==> src/rtl/rf_pkg.sv <==
// rtl/rf_pkg.sv - shared register-file widths and write-port types
package rf_pkg;
  localparam int RF_AW   = 3;
  localparam int RF_DW   = 16;
  localparam int RF_NREG = 1 << RF_AW;

  typedef logic [RF_AW-1:0] rf_addr_t;
  typedef logic [RF_DW-1:0] rf_data_t;

  typedef struct packed {
    logic     en;
    rf_addr_t addr;
    rf_data_t data;
  } rf_wr_t;
endpackage

==> src/rtl/rr_pick.sv <==
// rtl/rr_pick.sv - combinational round-robin picker
// The first set request at or above i_ptr (wrapping) wins.
module rr_pick #(
  parameter int N  = 3,
  parameter int IW = $clog2(N)
) (
  input  logic [N-1:0]  i_req,
  input  logic [IW-1:0] i_ptr,
  output logic [N-1:0]  o_grant,
  output logic [IW-1:0] o_idx,
  output logic          o_any
);
  int j;

  // Scanning from the far end lets the nearest requester overwrite the rest.
  always_comb begin
    o_grant = '0;
    o_idx   = '0;
    o_any   = 1'b0;
    j       = 0;
    for (int k = N - 1; k >= 0; k--) begin
      j = (int'(i_ptr) + k) % N;
      if (i_req[j]) begin
        o_grant    = '0;
        o_grant[j] = 1'b1;
        o_idx      = IW'(j);
        o_any      = 1'b1;
      end
    end
  end
endmodule

==> src/rtl/rf_write_arbiter.sv <==
// rtl/rf_write_arbiter.sv - round-robin arbiter for the register-file write port
// One registered stage drives wr_*; pending flags the register being written.
module rf_write_arbiter
  import rf_pkg::*;
#(
  parameter int NREQ    = 3,
  parameter int AW      = RF_AW,
  parameter int DW      = RF_DW,
  parameter int NREG    = RF_NREG,
  parameter bit DROP_R0 = 1'b0,
  localparam int IW     = $clog2(NREQ)
) (
  input  logic               i_clk,
  input  logic               i_rst,
  input  logic               i_hold,
  input  logic [NREQ-1:0]    i_req_valid,
  input  logic [NREQ*AW-1:0] i_req_addr,
  input  logic [NREQ*DW-1:0] i_req_data,
  output logic [NREQ-1:0]    o_req_ready,
  output logic               o_wr_en,
  output logic [AW-1:0]      o_wr_addr,
  output logic [DW-1:0]      o_wr_data,
  output logic [IW-1:0]      o_grant_id,
  output logic [NREG-1:0]    o_pending
);
  logic [NREQ-1:0] w_req;
  logic [NREQ-1:0] w_grant;
  logic [IW-1:0]   w_idx;
  logic            w_any;
  logic [AW-1:0]   w_sel_addr;
  logic [DW-1:0]   w_sel_data;

  logic            r_en;
  logic [AW-1:0]   r_addr;
  logic [DW-1:0]   r_data;
  logic [IW-1:0]   r_gid;
  logic [IW-1:0]   r_ptr;

  assign w_req = i_hold ? '0 : i_req_valid;

  rr_pick #(.N(NREQ), .IW(IW)) u_pick (
    .i_req   (w_req),
    .i_ptr   (r_ptr),
    .o_grant (w_grant),
    .o_idx   (w_idx),
    .o_any   (w_any)
  );

  assign w_sel_addr = i_req_addr[w_idx*AW +: AW];
  assign w_sel_data = i_req_data[w_idx*DW +: DW];

  always_ff @(posedge i_clk or posedge i_rst) begin
    if (i_rst) begin
      r_en   <= 1'b0;
      r_addr <= '0;
      r_data <= '0;
      r_gid  <= '0;
      r_ptr  <= '0;
    end else if (w_any) begin
      r_addr <= w_sel_addr;
      r_data <= w_sel_data;
      r_gid  <= w_idx;
      // r0 writes are consumed from the requester but never reach the file.
      r_en   <= !(DROP_R0 && (w_sel_addr == '0));
      if (int'(w_idx) == NREQ - 1) r_ptr <= '0;
      else                         r_ptr <= w_idx + IW'(1);
    end else begin
      r_en <= 1'b0;
    end
  end

  always_comb begin
    o_pending = '0;
    if (r_en) o_pending[r_addr] = 1'b1;
  end

  assign o_req_ready = w_grant;
  assign o_wr_en     = r_en;
  assign o_wr_addr   = r_addr;
  assign o_wr_data   = r_data;
  assign o_grant_id  = r_gid;
endmodule

==> config.mk <==
export PLATFORM = sky130hd
export DESIGN_NAME = rf_write_arbiter
export DESIGN_NICKNAME = d
export VERILOG_FILES = /design/src/rtl/rf_pkg.sv /design/src/rtl/rr_pick.sv /design/src/rtl/rf_write_arbiter.sv
export SDC_FILE = /design/constraint.sdc
export NUM_CORES = 1
export LEC_CHECK = 0
export BUFFER_PORTS_ARGS = -buffer_cell sky130_fd_sc_hd__buf_4
export CAP_MARGIN = 20
export CORE_MARGIN = 5
export CORE_UTILIZATION = 45
export CTS_BUF_LIST = sky130_fd_sc_hd__clkbuf_4 sky130_fd_sc_hd__clkbuf_8
export DETAILED_ROUTE_END_ITERATION = 6
export PLACE_DENSITY = 0.81
export SYNTH_ARGS = -nofsm -noshare
export SYNTH_HDL_FRONTEND = slang
export SYNTH_SLANG_ARGS = --single-unit
==> constraint.sdc <==
create_clock -name i_clk -period 3.2 [get_ports i_clk]
set_input_delay 0.96 -clock i_clk [delete_from_list [all_inputs] [get_ports i_clk]]
set_output_delay 0.96 -clock i_clk [all_outputs]
set_load 0.03 [all_outputs]
==> impl_metrics.json <==
{
  "hp-start": "o_grant_id[0]",
  "async_flop_share_pct": 100,
  "worst_pin_slew_ps": 575,
  "critical_path_buf_inv_count": 3,
  "netlist_area_um2": 1590,
  "yosys_warnings": 0,
  "io_pins": 96,
  "synth_enable_flop_cells": 0,
  "ys_types": 43,
  "worst_slack_ps": 50.7,
  "grt_overflow_total": 0,
  "fin_crit_sh_pct": 98.4,
  "dp_hpwl_um": 3600,
  "grt_pass1_wl_um": 7450,
  "drt_wl_total_um": 4720,
  "synth_nets": 223,
  "synth_cells": 156,
  "area_delta_synth_final_pct": 55.1,
  "final_common_cell": "buf_4",
  "cp-start-kind": "flip-flop",
  "die_x_um": 69.5,
  "synth_top_area_share_pct": 37.7,
  "slew_headroom_pct": 61.4,
  "reg2reg_from": "r_ptr[0]",
  "regToRegEndpoint": "o_wr_data[2]",
  "worstPathRequired_ps": 2240,
  "hold_buffers": 0,
  "hold_path_depth": 1,
  "crit_chain": "inv_1 > ha_1 > buf_6 > nand2_1 > o22ai_2 > nand2_1 > a211oi_1 > a21o_1 > buf_4",
  "crit_family": "compound AO/OA/AOI/OAI gates",
  "ys_ff_latch": 24,
  "finalCriticalPeriod_ps": 3150,
  "layout_common_cells": "buf_4, dfrtp_1, mux2i_1",
  "cts_root_buf": "clkbuf_4",
  "clkSlewWorstSetupHoldPaths_ps": 130,
  "outcome": "complete, no violations",
  "numCtsBuffers": 3,
  "avgRoutedWirePerCell_um": 15.6,
  "path_max_fanout": 10,
  "vdd_drop_max_mv": 0.599,
  "hold_path_class": "reg2reg",
  "row_count": 21,
  "gp_congestion": 0.801,
  "endpoint_kind": "primary output",
  "clkSinkCount": 24,
  "critical_path_class": "reg2out",
  "synth_flop_cell": "dfrtp_1",
  "vias_per_cell": 5.29,
  "holdPathEnd": "o_grant_id[0]",
  "antenna_found_initial": 0,
  "rrSetupSlack_ps": 730,
  "h-tree-depth": 1,
  "leakagePower_nw": 1.17,
  "grt_max_degree": 25,
  "fp.dieH_um": 69.5,
  "finalHoldViolCount": 0,
  "core-area_um2": 3390,
  "power_density_nw_per_um2": 970,
  "synth_area_leaders": "dfrtp_1, mux2i_1, a22oi_1",
  "fin_setup_tns_ps": 0,
  "clockBufferDepth": 2,
  "rr_worst_depth": 10,
  "slowest_delay_ps": 460,
  "grt_usage_pct": 18.7,
  "ant_nets": 0,
  "crit_arrival_ps": 2190,
  "drive_gt1_share_pct": 52.5,
  "clkLatencyLatePin_ps": 310,
  "initial_utilization_pct": 47.0,
  "antenna_cells": 0,
  "drc_errors": 0,
  "setup_viol": 0,
  "num_vias": 1604,
  "die_area_um2": 4830,
  "worst_path_max_delay_cell": "dfrtp_2",
  "ys_seq_area_share_pct": 37.7,
  "avgSynthCellArea_um2": 10.2,
  "grt_pass1_vias": 1587,
  "max_freq_mhz": 318,
  "synth_area_leader_cell": "dfrtp_1",
  "io_buffers": 95,
  "slew_viol_final": 0,
  "first_iter_violations": 70,
  "finClkSkew_ps": 8.09,
  "pre_cts_ws_ps": 105,
  "nets": 325,
  "timing.critical_path.mode_cell": "nand2_1",
  "cts_tree": "done",
  "first_pass_iters": 6,
  "cap_violations": 0,
  "hold_ws_ps": 511
}
[registers in the layout, indices dropped and copies added (netlist names)]
| register | flops |
|---|---|
| o_wr_data | 16 |
| o_wr_addr | 3 |
| o_grant_id | 2 |
| r_ptr | 2 |
| o_wr_en | 1 |
[stage by stage]
stage	util, %	area (µm²)	power, mW	cells
floorplan	-	1590	1.61	156
global placement	67.9	2300	2.02	293
detailed placement	67.9	2300	2.04	293
CTS	70.2	2380	2.31	297
global route	72.8	2470	2.54	303
finish	72.8	2470	2.39	303
[final cells by class]
class / instances / area [µm²]
tap: 46 / 57.6
sequential: 24 / 602
clock buffer: 3 / 22.5
inverter: 7 / 26.3
fill: 259 / 921
timing repair buffer: 106 / 820
clock inverter: 1 / 30.0
multi-input combinational: 116 / 911
[timing repair]
action	4_1_cts	5_1_grt
setup buffers	0	5
pin swaps	0	2
gates resized for setup	5	6
setup endpoints to repair	3	3
[worst max-delay path by stage]
stage / start / end / cells past startpoint / slack [ps]
after floorplan: i_req_valid[1] / o_req_ready[0] / 5 / 20
after global placement: i_req_valid[1] / o_req_ready[0] / 7 / 130
after detailed placement: i_req_valid[1] / o_req_ready[0] / 7 / 100
after CTS: r_ptr[0] / o_req_ready[1] / 7 / 50
after global routing: r_ptr[1] / o_req_ready[2] / 9 / -90
final: r_ptr[1] / o_req_ready[2] / 9 / 50
[power breakdown]
part	leakage (nW)	switching, mW	internal (mW)	total (mW)
registers	0.286	0.113	0.452	0.566
logic	0.856	0.916	0.695	1.61
clock network	0.0279	0.0900	0.127	0.217
[layer usage]
metal  up-vias  GRT usage [%]  part of all wire, %
li1        782              -                    -
met1       741           22.9                   40
met2        73           30.5                   49
met3         8           6.96                  9.9
met4         0           5.42                  1.8
met5         -              0                    0
[worst register-to-register path: cells and delay by family, from the launching register on]
kind	cells	cell delay, ps
multiplexers	2	590
buffers and inverters	4	710
adder cells (fa/ha/maj)	1	340
flip-flops	1	410
AO/OA/AOI/OAI	3	340
[logic make-up after synthesis]
group | after synthesis | synth area share, %
DFF | 24 | 37.7
adders and majority gates | 4 | 3.14
AOI/OAI and AO/OA | 58 | 26.3
buffers and inverters | 16 | 7.86
muxes | 23 | 14.9
and+or+nand+nor | 31 | 10.1
[synthesized netlist by cell type (5+ instances only)]
| cell type | count |
|---|---|
| mux2i_1 | 21 |
| nand2_1 | 7 |
| a22oi_1 | 13 |
| dfrtp_1 | 24 |
| o21ai_1 | 9 |
| a21oi_1 | 6 |
| o21ai_2 | 5 |
| inv_1 | 6 |
| o22ai_1 | 6 |
| nor2_1 | 8 |
No activity file was read; power rests on OpenSTA's default activity.
